--- src/rtl/rtc_bus_pkg.sv ---
// Shared types and constants for the multiplexed-bus RTC access engine.
package rtc_bus_pkg;

  // Access sequencer states
  typedef enum logic [3:0] {
    S_IDLE       = 4'd0,
    S_ADDR_SETUP = 4'd1,
    S_ADDR_CS    = 4'd2,
    S_ADDR_STB   = 4'd3,
    S_ADDR_HOLD  = 4'd4,
    S_TURN       = 4'd5,
    S_DATA_CS    = 4'd6,
    S_DATA_STB   = 4'd7,
    S_DATA_END   = 4'd8,
    S_RECOVER    = 4'd9
  } state_e;

  // Default phase widths in clock cycles
  localparam int unsigned T_ADDR_DEF    = 6;
  localparam int unsigned T_HOLD_DEF    = 1;
  localparam int unsigned T_TURN_DEF    = 8;
  localparam int unsigned T_DATA_DEF    = 6;
  localparam int unsigned T_RECOVER_DEF = 10;

  // RTC register map
  localparam logic [7:0] RTC_REG_YEAR     = 8'h26;
  localparam logic [7:0] RTC_REG_MONTH    = 8'h25;
  localparam logic [7:0] RTC_REG_DAY      = 8'h24;
  localparam logic [7:0] RTC_REG_HOUR     = 8'h23;
  localparam logic [7:0] RTC_REG_MIN      = 8'h22;
  localparam logic [7:0] RTC_REG_SEC      = 8'h21;
  localparam logic [7:0] RTC_REG_CHR_HOUR = 8'h43;
  localparam logic [7:0] RTC_REG_CHR_MIN  = 8'h42;
  localparam logic [7:0] RTC_REG_CHR_SEC  = 8'h41;
  localparam logic [7:0] RTC_REG_CMD      = 8'hF0;

  // Larger of two widths, used to size the phase counter
  function automatic int unsigned f_max(input int unsigned a, input int unsigned b);
    return (a > b) ? a : b;
  endfunction

endpackage

--- src/rtl/rtc_phase_timer.sv ---
// Loadable down-counter that measures the dwell of each bus phase.
module rtc_phase_timer #(
  parameter int unsigned CW = 4
) (
  input  logic          clock,
  input  logic          reset,
  input  logic          i_load,
  input  logic [CW-1:0] i_load_val,
  output logic          o_done_c
);

  logic [CW-1:0] r_count;

  // Load on phase entry, count down and park at zero
  always_ff @(posedge clock) begin
    if (reset) begin
      r_count <= '0;
    end else if (i_load) begin
      r_count <= i_load_val;
    end else if (r_count != '0) begin
      r_count <= r_count - CW'(1);
    end
  end

  assign o_done_c = (r_count == '0);

endmodule

--- src/rtl/rtc_mux_bus_master.sv ---
// One-access-per-request engine for multiplexed address/data RTC chips.
module rtc_mux_bus_master
  import rtc_bus_pkg::*;
#(
  parameter int unsigned DW        = 8,
  parameter int unsigned T_ADDR    = T_ADDR_DEF,
  parameter int unsigned T_HOLD    = T_HOLD_DEF,
  parameter int unsigned T_TURN    = T_TURN_DEF,
  parameter int unsigned T_DATA    = T_DATA_DEF,
  parameter int unsigned T_RECOVER = T_RECOVER_DEF
) (
  input  logic          clock,
  input  logic          reset,
  input  logic          req_valid,
  output logic          req_ready,
  input  logic          req_rnw,
  input  logic [DW-1:0] req_addr,
  input  logic [DW-1:0] req_wdata,
  output logic          rsp_valid,
  output logic [DW-1:0] rsp_rdata,
  input  logic [DW-1:0] ad_in,
  output logic [DW-1:0] ad_out,
  output logic          bus_oe,
  output logic          ad_n,
  output logic          cs_n,
  output logic          wr_n,
  output logic          rd_n
);

  localparam int unsigned T_MAX = f_max(f_max(f_max(T_ADDR, T_HOLD), f_max(T_TURN, T_DATA)),
                                        T_RECOVER);
  localparam int unsigned CW    = 32'($clog2(T_MAX)) + 1;

  state_e        r_state;
  state_e        w_next;
  logic          w_accept;
  logic          w_load;
  logic [CW-1:0] w_load_val;
  logic          w_done;

  logic          r_rnw;
  logic [DW-1:0] r_addr;
  logic [DW-1:0] r_wdata;

  logic          r_ad_n, r_cs_n, r_wr_n, r_rd_n, r_bus_oe;
  logic [DW-1:0] r_ad_out;
  logic          r_req_ready, r_rsp_valid;
  logic [DW-1:0] r_rsp_rdata;

  logic          w_ad_n, w_cs_n, w_wr_n, w_rd_n, w_bus_oe;
  logic [DW-1:0] w_ad_out;

  // Counter preload for a phase: dwell minus one, single-cycle phases load zero
  function automatic logic [CW-1:0] f_dwell(input state_e s);
    case (s)
      S_ADDR_STB:  return CW'(T_ADDR - 1);
      S_ADDR_HOLD: return CW'(T_HOLD - 1);
      S_TURN:      return CW'(T_TURN - 1);
      S_DATA_STB:  return CW'(T_DATA - 1);
      S_RECOVER:   return CW'(T_RECOVER - 1);
      default:     return '0;
    endcase
  endfunction

  rtc_phase_timer #(
    .CW(CW)
  ) u_timer (
    .clock      (clock),
    .reset      (reset),
    .i_load     (w_load),
    .i_load_val (w_load_val),
    .o_done_c   (w_done)
  );

  // Next state, phase-counter load and decode of the registered bus outputs
  always_comb begin
    w_next     = r_state;
    w_accept   = 1'b0;
    w_ad_n     = 1'b1;
    w_cs_n     = 1'b1;
    w_wr_n     = 1'b1;
    w_rd_n     = 1'b1;
    w_bus_oe   = 1'b0;
    w_ad_out   = '1;

    case (r_state)
      S_IDLE: begin
        if (req_valid && r_req_ready) begin
          w_accept = 1'b1;
          w_next   = S_ADDR_SETUP;
        end
      end
      S_ADDR_SETUP: if (w_done) w_next = S_ADDR_CS;
      S_ADDR_CS:    if (w_done) w_next = S_ADDR_STB;
      S_ADDR_STB:   if (w_done) w_next = S_ADDR_HOLD;
      S_ADDR_HOLD:  if (w_done) w_next = S_TURN;
      S_TURN:       if (w_done) w_next = S_DATA_CS;
      S_DATA_CS:    if (w_done) w_next = S_DATA_STB;
      S_DATA_STB:   if (w_done) w_next = S_DATA_END;
      S_DATA_END:   if (w_done) w_next = S_RECOVER;
      S_RECOVER:    if (w_done) w_next = S_IDLE;
      default:      w_next = S_IDLE;
    endcase

    w_load     = (w_next != r_state);
    w_load_val = f_dwell(w_next);

    case (w_next)
      S_ADDR_SETUP: begin
        w_ad_n = 1'b0;
      end
      S_ADDR_CS: begin
        w_ad_n = 1'b0;
        w_cs_n = 1'b0;
      end
      S_ADDR_STB: begin
        w_ad_n   = 1'b0;
        w_cs_n   = 1'b0;
        w_wr_n   = 1'b0;
        w_bus_oe = 1'b1;
        w_ad_out = r_addr;
      end
      S_ADDR_HOLD: begin
        w_bus_oe = 1'b1;
        w_ad_out = r_addr;
      end
      S_TURN, S_DATA_END: begin
        w_bus_oe = ~r_rnw;
        w_ad_out = r_rnw ? '1 : r_wdata;
      end
      S_DATA_CS: begin
        w_cs_n   = 1'b0;
        w_bus_oe = ~r_rnw;
        w_ad_out = r_rnw ? '1 : r_wdata;
      end
      S_DATA_STB: begin
        w_cs_n   = 1'b0;
        w_rd_n   = ~r_rnw;
        w_wr_n   = r_rnw;
        w_bus_oe = ~r_rnw;
        w_ad_out = r_rnw ? '1 : r_wdata;
      end
      default: ;
    endcase
  end

  // State, request latch, read capture and registered outputs
  always_ff @(posedge clock) begin
    if (reset) begin
      r_state     <= S_IDLE;
      r_rnw       <= 1'b1;
      r_addr      <= '0;
      r_wdata     <= '0;
      r_ad_n      <= 1'b1;
      r_cs_n      <= 1'b1;
      r_wr_n      <= 1'b1;
      r_rd_n      <= 1'b1;
      r_bus_oe    <= 1'b0;
      r_ad_out    <= '1;
      r_req_ready <= 1'b0;
      r_rsp_valid <= 1'b0;
      r_rsp_rdata <= '0;
    end else begin
      r_state     <= w_next;
      r_ad_n      <= w_ad_n;
      r_cs_n      <= w_cs_n;
      r_wr_n      <= w_wr_n;
      r_rd_n      <= w_rd_n;
      r_bus_oe    <= w_bus_oe;
      r_ad_out    <= w_ad_out;
      r_req_ready <= (w_next == S_IDLE);
      r_rsp_valid <= (r_state == S_RECOVER) && (w_next == S_IDLE);
      if (w_accept) begin
        r_rnw   <= req_rnw;
        r_addr  <= req_addr;
        r_wdata <= req_wdata;
      end
      if ((r_state == S_DATA_STB) && w_done && r_rnw) begin
        r_rsp_rdata <= ad_in;
      end
    end
  end

  assign req_ready = r_req_ready;
  assign rsp_valid = r_rsp_valid;
  assign rsp_rdata = r_rsp_rdata;
  assign ad_out    = r_ad_out;
  assign bus_oe    = r_bus_oe;
  assign ad_n      = r_ad_n;
  assign cs_n      = r_cs_n;
  assign wr_n      = r_wr_n;
  assign rd_n      = r_rd_n;

endmodule

--- config.mk ---
export PLATFORM = sky130hd
export DESIGN_NAME = rtc_mux_bus_master
export DESIGN_NICKNAME = d
export VERILOG_FILES = /design/src/rtl/rtc_bus_pkg.sv /design/src/rtl/rtc_phase_timer.sv /design/src/rtl/rtc_mux_bus_master.sv
export SDC_FILE = /design/constraint.sdc
export NUM_CORES = 1
export LEC_CHECK = 0
export CAP_MARGIN = 20
export CORE_UTILIZATION = 24
export CTS_BUF_LIST = sky130_fd_sc_hd__clkbuf_4 sky130_fd_sc_hd__clkbuf_8
export CTS_CLUSTER_DIAMETER = 200
export DETAILED_ROUTE_END_ITERATION = 16
export PLACE_DENSITY = 0.46
export SLEW_MARGIN = 15
export SYNTH_ARGS = -nofsm -noshare
export SYNTH_HDL_FRONTEND = slang
export SYNTH_SLANG_ARGS = --single-unit
--- constraint.sdc ---
create_clock -name clock -period 4.8 [get_ports clock]
set_clock_uncertainty 0.15 [all_clocks]
set_input_delay 0.96 -clock clock [delete_from_list [all_inputs] [get_ports clock]]
set_output_delay 0.96 -clock clock [all_outputs]
set_load 0.05 [all_outputs]
Yosys cells after proc, flatten, opt, wreduce, memory -nomap -nowiden. Index checks and enable logic that the tools add are counted.

Output and inout port bits: 23. Flip-flop bits (word level): 49. Bits of input ports: 28. Word-level logic and storage cells: 73.

Reduce and logical (&&, ||, !) cells: 15. Add/sub/neg operators: 1. Equality and inequality tests: 19. Mux-type cells: 22. Bitwise logic cells: 2.

Operator list (number): 2-to-1 mux 4 bit (10); one-hot mux 4 bit (10 select lines) (1); == test 4 x 3 -> 1 bit (second input constant) (8); == test 4 x 2 -> 1 bit (second input constant) (4); == test 4 bit (second input constant) (4); one-hot mux 8 bit (2 select lines) (1); one-hot mux 4 bit (3 select lines) (1); 2-to-1 mux 5 bit (2); == test 4 x 1 -> 1 bit (second input constant) (2); zero test 4 bit (2); 2-to-1 mux 8 bit (1); OR reduction 4 bit (2); OR reduction 2 bit (3); zero test 5 bit (1); nonzero test 5 bit (1); subtractor 5 x 1 -> 5 bit (second input constant) (1); logical AND 1 bit (4); 2-to-1 mux 1 bit (4); != test 4 bit (1); one-hot mux 1 bit (2 select lines) (2); OR reduction 3 bit (1); NOT 1 bit (2); nonzero test 2 bit (1).

Depth between registers and ports, before layout. Gate-level depths: netlist (run 1).

Depth in word-level cells: 7. Mapped depth: 7. Mapped depth without buffers: 6.

Hierarchy. A second synthesis (run 1) with hierarchy kept.

Cells, all modules: 239. Area, all modules: 2093.3 um2.

Modules (own cells, without submodules): rtc_mux_bus_master (cells each 207, times used 1, area an instance 1805.5 um2, seq. area each 880.8 um2); rtc_phase_timer (cells each 32, times used 1, area an instance 287.8 um2, seq. area each 100.1 um2).

Least setup slack after synthesis (run 1). OpenSTA, ideal clock, no wires.

Path kind: input to register. Start: in req_valid. End: reg u_timer.r_count[2]. Buffers on the path: 1. Setup slack: 2520 ps. Data arrival time: 2013 ps. Required time: 4534 ps. Cell stages on the path: 5. Setup time: 116 ps. Cells stage by stage: nand2_1 > or4_1 > clkbuf_1 > a32oi_1 > nor2_1.

Longest elaborated chain between the ends: 7. Elaborated cells on any way between the ends: 12. Those cells by class: eq/ne (5); mux (4); reduce/logical (3).

RTL lines: start: declaration (line rtc_mux_bus_master.sv:14) `input logic req_valid,`; logical AND 1 bit (*) (line rtc_mux_bus_master.sv:88) `if (req_valid && r_req_ready) begin`; 2-to-1 mux 4 bit (*) (line rtc_mux_bus_master.sv:88); one-hot mux 4 bit (10 select lines) (*) (line rtc_mux_bus_master.sv:86) `case (r_state)`; == test 4 x 3 -> 1 bit or == test 4 x 2 -> 1 bit (tied branches) (line rtc_mux_bus_master.sv:55) `case (s)`; OR reduction 2 bit (no source line); one-hot mux 4 bit (3 select lines) (line rtc_mux_bus_master.sv:55); 2-to-1 mux 5 bit (line rtc_phase_timer.sv:18) `end else if (i_load) begin`; end signal: assignment (line rtc_phase_timer.sv:19) `r_count <= i_load_val;`; end signal: assignment (line rtc_phase_timer.sv:21) `r_count <= r_count - CW'(1);`; end: declaration (line rtc_phase_timer.sv:12) `logic [CW-1:0] r_count;`.

Every way passes the cells marked *; elsewhere a longest branch is shown, timed or not. A chain may end at the register's enable or synchronous reset.

Final worst setup path (run 1).
Start: reg r_state[3]. End: reg r_ad_out[0] (netlist: ad_out[0]).

Longest elaborated chain between the ends: 5. Elaborated cells on any way between the ends: 30. Those cells by class: eq/ne (15); mux (12); reduce/logical (3).

RTL lines: start: declaration (line rtc_mux_bus_master.sv:34) `state_e r_state;`; start signal: assignment (line rtc_mux_bus_master.sv:164) `r_state <= w_next;`; == test 4 bit (tied with other cells) (line rtc_mux_bus_master.sv:86); one-hot mux 4 bit (10 select lines) (*) (line rtc_mux_bus_master.sv:86); == test 4 x 3 -> 1 bit (tied with other cells) (line rtc_mux_bus_master.sv:108) `case (w_next)`; OR reduction 4 bit (no source line) or OR reduction 2 bit (tied branches); one-hot mux 8 bit (2 select lines) (*) (line rtc_mux_bus_master.sv:108); end signal: assignment (line rtc_mux_bus_master.sv:170) `r_ad_out <= w_ad_out;`; end: declaration (line rtc_mux_bus_master.sv:46) `logic [DW-1:0] r_ad_out;`.

Marked as above.

==> results.json, run 1 <==
{
  "drc_errors": 0,
  "cts_setup_buffers": 0,
  "leakage_nw": 0.992,
  "track_usage_pct": 12.5,
  "via_count": 1946,
  "holdPathStages": 2,
  "portBuffers": 50,
  "clk_latency_ns": 0.31,
  "antenna_found_initial": 0,
  "worstMarginPinSlew_ns": 0.915,
  "gr-total-overflow": 0,
  "maxCapViolations": 0,
  "design.core.area_um2": 8850,
  "clkTransAtPathRegs_ns": 0.10,
  "hold_violations": 0,
  "period_share_pct": 61.1,
  "clk_path_buf_depth": 2,
  "synthArstFlopShare_pct": 0,
  "syn_avg_cell_area_um2": 8.68,
  "max_freq_ghz": 0.341,
  "via_per_inst": 4.79,
  "ant_nets": 0,
  "die_h_um": 98.4,
  "yosysMostFrequentCell": "dfxtp_1",
  "cpPeakStageDelay_ns": 0.88,
  "arrival_ns": 2.96,
  "yosysUniqueCellTypes": 43,
  "grt_pass1_wl_um": 9630,
  "synth_common_cells": "dfxtp_1 (49), nand2_1 (44), nor2_1 (34)",
  "drt_pre_antenna_iters": 6,
  "fin_util_pct": 33.1,
  "layout_min_cycle_time_ns": 2.93,
  "critPathLaunchType": "flop",
  "synth_top_area_share_pct": 44.0,
  "yosysTopAreaCell": "dfxtp_1",
  "cts_sinks": 49,
  "ir_drop_uv": 177,
  "grt_pass1_vias": 1917,
  "synth_cells": 257,
  "synth_seq_cells": 49,
  "hold_slack_ns": 0.317,
  "r2r_cells": 4,
  "crit_required_ns": 4.83,
  "finalSetupTns_ns": 0,
  "first_iter_violations": 84,
  "relSlewSlack_pct": 38.5,
  "path_max_fanout": 23,
  "setup_viol": 0,
  "crit_chain": "or3b_4, or3_1, a31o_4, a2111o_1",
  "ys_warn_count": 0,
  "dp.final_hpwl_um": 3950,
  "area_growth_pct": 31.2,
  "routed_wl_um": 5760,
  "final_layout_size_suffix_gt1_share_pct": 9.06,
  "synth_top_flop_cell": "dfxtp_1",
  "cts_tree": "built",
  "postSynthNetCount": 287,
  "post_drt_wl_per_cell_um": 14.2,
  "numCtsBuffers": 5,
  "end_kind": "flop",
  "initial_core_util_pct": 25.2,
  "synth_edf_count": 0,
  "diodes": 0,
  "crit_type": "flop to flop",
  "cp_slowest_cell": "dfxtp_1",
  "ios": 51,
  "hp-class": "flop to flop",
  "status": "complete, no violations",
  "p_per_area_nw_per_um2": 510,
  "num_rows": 34,
  "ys_seq_area_share_pct": 44.0,
  "place_congestion": 0.763,
  "postCtsHoldBufs": 0,
  "synth_area_leaders": "dfxtp_1 (44%), nand2_1 (7.4%), nor2_1 (5.7%), a21oi_1 (4.9%), a2111o_1 (4.0%)",
  "root_buffer": "clkbuf_8",
  "synth_area_um2": 2230,
  "fin_nets": 327,
  "slew_viol_final": 0,
  "rsz0062_at_grt": "no",
  "dieArea_um2": 9680,
  "post_cts_resized": 0,
  "die_x_um": 98.4,
  "grt_max_degree": 24,
  "cts_htree_levels": 2
}
==> report_power, final <==
| part | internal (mW) | switching (mW) | leakage (nW) |
|---|---|---|---|
| Clock | 0.176 | 0.137 | 0.0619 |
| Combinational | 0.233 | 0.383 | 0.532 |
| Sequential | 0.478 | 0.0846 | 0.399 |
| Total | 0.886 | 0.605 | 0.992 |
==> layer usage <==
| layer | up-vias | GRT usage, % | share of wire, % |
|---|---|---|---|
| met5 | - | 0 | 0 |
| met4 | 0 | 3.79 | 1.1 |
| met3 | 7 | 4.44 | 8.0 |
| met2 | 59 | 18.3 | 42 |
| met1 | 877 | 17.0 | 48 |
| li1 | 1003 | - | - |
==> cells by family (layout without fill, tap and decap cells) <==
| family | Yosys count | after routing | share of synthesized area, % |
|---|---|---|---|
| and+or+nand+nor | 113 | 113 | 25.6 |
| buffers and inverters | 23 | 64 | 4.71 |
| AOI/OAI and AO/OA | 56 | 56 | 18.5 |
| muxes | 9 | 9 | 4.10 |
| DFF | 49 | 49 | 44.0 |
| adders and majority gates | 2 | 2 | 1.12 |
| xor gates and xnor gates | 5 | 5 | 1.96 |
==> stage by stage <==
step | power [mW] | std cells | worst slack, ns | instance area, µm²
6_report | 1.49 | 406 | 1.87 | 2930
5_1_grt | 1.59 | 406 | 1.75 | 2930
4_1_cts | 1.50 | 406 | 1.87 | 2920
3_5_place_dp | 1.18 | 398 | 1.56 | 2800
3_3_place_gp | 1.17 | 398 | 1.59 | 2800
2_1_floorplan | 1.02 | 257 | 2.52 | 2230
==> critical path, delay by kind of cell, from the launching register on <==
family             cells  cell delay [ns]
and+or+nand+nor        2             1.00
DFF                    1             0.88
AOI/OAI and AO/OA      2             0.77
==> final timing paths <==
kind                           start                       to  slack (ns)
max            r_state[3]$_SDFF_PP0_     ad_out[0]$_SDFF_PP1_        1.87
min          r_wdata[5]$_SDFFE_PP0P_  r_wdata[5]$_SDFFE_PP0P_        0.32
max reg2reg    r_state[3]$_SDFF_PP0_     ad_out[0]$_SDFF_PP1_        1.87
min reg2reg  r_wdata[5]$_SDFFE_PP0P_  r_wdata[5]$_SDFFE_PP0P_        0.32
==> cell usage in the layout (no fill, tap or decap), drive strengths merged, types with 2 or more instances in the layout <==
cell type / n
inv: 4
nor3: 4
nand2: 44
nand2b: 2
o31ai: 2
nand3: 3
a2111o: 8
nor4: 7
clkdlybuf4s50: 50
a211oi: 3
ha: 2
or3b: 9
mux2i: 8
o32ai: 8
clkbuf: 7
a31oi: 2
buf: 2
nor2: 34
or3: 2
a21oi: 22
xnor2: 2
nor4b: 3
o21ai: 3
xor2: 3
or4: 2
dfxtp: 49
==> final cells by class <==
class | instances | area, µm²
Fill cell | 939 | 5920
Clock buffer | 7 | 90.1
Sequential cell | 49 | 981
Clock inverter | 1 | 30.0
Timing Repair Buffer | 52 | 515
Inverter | 4 | 15.0
Multi-Input combinational cell | 185 | 1160
Tap cell | 108 | 135
==> sequential cells by signal (all words and copies together) (netlist names) <==
name / count
ad_n: 1
ad_out: 8
r_state: 4
r_wdata: 8
r_rnw: 1
wr_n: 1
cs_n: 1
u_timer.r_count: 5
rsp_rdata: 8
rsp_valid: 1
req_ready: 1
rd_n: 1
bus_oe: 1
r_addr: 8
Power figures use the tool's default switching activity.
==> run 2: changes to the inputs <==
==> constraint.sdc (replaced) <==
create_clock -name clock -period 2.73 [get_ports clock]
set_clock_uncertainty 0.15 [all_clocks]
set_input_delay 0.546 -clock clock [delete_from_list [all_inputs] [get_ports clock]]
set_output_delay 0.546 -clock clock [all_outputs]
set_load 0.05 [all_outputs]
==> results.json, run 2 (synthesis results as in run 1) <==
{
  "worstMarginPinSlew_ns": 0.604,
  "ios": 51,
  "cts_htree_levels": 2,
  "portBuffers": 50,
  "area_growth_pct": 36.8,
  "path_max_fanout": 12,
  "leakage_nw": 1.07,
  "dp.final_hpwl_um": 4180,
  "end_kind": "flop",
  "clk_latency_ns": 0.31,
  "drt_pre_antenna_iters": 6,
  "fin_nets": 343,
  "postCtsHoldBufs": 0,
  "drc_errors": 0,
  "num_rows": 34,
  "antenna_found_initial": 0,
  "routed_wl_um": 5890,
  "fin_util_pct": 34.5,
  "fillers": 965,
  "die_x_um": 98.4,
  "p_switching_mw": 1.09,
  "relSlewSlack_pct": 59.7,
  "clkTransAtPathRegs_ns": 0.09,
  "fin_cells": 422,
  "crit_type": "flop to flop",
  "via_per_inst": 4.76,
  "placedCellCount": 414,
  "layout_min_cycle_time_ns": 2.24,
  "clk_path_buf_depth": 2,
  "cp_slowest_cell": "a2111o_1",
  "gr-total-overflow": 0,
  "post_drt_wl_per_cell_um": 14.0,
  "cts_tree": "built",
  "initial_core_util_pct": 25.2,
  "diodes": 0,
  "grt_pass1_vias": 2035,
  "maxCapViolations": 0,
  "status": "complete, no violations",
  "power_frac_seq_pct": 34.6,
  "final_layout_size_suffix_gt1_share_pct": 13.7,
  "die_h_um": 98.4,
  "post_cts_resized": 0,
  "via_count": 2008,
  "ir_drop_uv": 269,
  "hp-class": "flop to flop",
  "dieArea_um2": 9680,
  "p_per_area_nw_per_um2": 920,
  "final_cell_mix": "clkdlybuf4s50_1 (50), dfxtp_1 (49), nand2_1 (44)",
  "worst_slack_ns": 0.488,
  "arrival_ns": 2.28,
  "rsz0062_at_grt": "no",
  "ant_nets": 0,
  "finalSetupTns_ns": 0,
  "first_iter_violations": 101,
  "cts_setup_buffers": 0,
  "critPathLaunchType": "flop",
  "clkPwrFrac_pct": 21.7,
  "grt_pass1_wl_um": 10100,
  "intPower_mw": 1.72,
  "setup_viol": 0,
  "track_usage_pct": 13.0,
  "max_freq_ghz": 0.446,
  "crit_required_ns": 2.77,
  "grt_max_degree": 23,
  "dp_slack_ns": 0.306,
  "switching_share_pct": 38.7,
  "slew_viol_final": 0,
  "numCtsBuffers": 5,
  "period_share_pct": 82.1,
  "cpPeakStageDelay_ns": 0.40,
  "mostFrequentLayoutCell": "clkdlybuf4s50_1",
  "cp_top_family": "compound AO/OA/AOI/OAI gates",
  "design.core.area_um2": 8850,
  "root_buffer": "clkbuf_8",
  "crit_buf_inv": 2,
  "crit_chain": "inv_1, ha_1, nor4b_2, buf_4, o21bai_1, a31o_4, a2111o_1",
  "combPwrFrac_pct": 43.7,
  "cts_sinks": 49,
  "hold_slack_ns": 0.313,
  "hold_violations": 0,
  "place_congestion": 0.762
}
run 2: tightest hold or removal path, stage by stage, from the launching register on:
cell	delay [ns]
dfxtp_1	0.32
nand2_1	0.05
a21oi_1	0.05
run 2: stage by stage:
stage          power (mW)  cell area, µm²
6_report             2.81            3050
4_1_cts              2.85            3050
3_5_place_dp         2.22            2920
2_1_floorplan        1.80            2230
5_1_grt              3.00            3050
3_3_place_gp         2.22            2920
run 2: routing by layer:
layer  up-vias  global-route usage [%]  part of all wire (%)
li1       1033                       -                     -
met1       913                    17.1                    49
met2        55                    20.3                    43
met3         7                    3.87                   6.6
met4         0                    4.13                   1.0
met5         -                       0                     0
run 2: power groups by stage:
stage	sequential (mW)	combinational (mW)	clock (mW)
after global routing	0.991	1.35	0.660
final	0.971	1.23	0.610
after CTS	0.972	1.24	0.634
after floorplan	1.05	0.752	0
after detailed placement	0.987	1.23	0
after global placement	0.986	1.23	0
run 2: final cells by class:
cell class / instances / area [µm²] / area share, %
Multi-Input combinational cell: 185 / 1150 / 37.7
Clock inverter: 3 / 65.1 / 2.13
Inverter: 4 / 15.0 / 0.492
Timing Repair Buffer: 68 / 636 / 20.8
Clock buffer: 5 / 68.8 / 2.26
Sequential cell: 49 / 981 / 32.2
Tap cell: 108 / 135 / 4.43
run 2: path summary, 6_finish.rpt:
kind,from,to,slack (ns),cells after the start
max,u_timer.r_count[0]$_SDFFE_PP0P_,ad_out[0]$_SDFF_PP1_,0.49,7
min,r_wdata[2]$_SDFFE_PP0P_,r_wdata[2]$_SDFFE_PP0P_,0.31,2
max reg2reg,u_timer.r_count[0]$_SDFFE_PP0P_,ad_out[0]$_SDFF_PP1_,0.49,7
min reg2reg,r_wdata[2]$_SDFFE_PP0P_,r_wdata[2]$_SDFFE_PP0P_,0.31,2
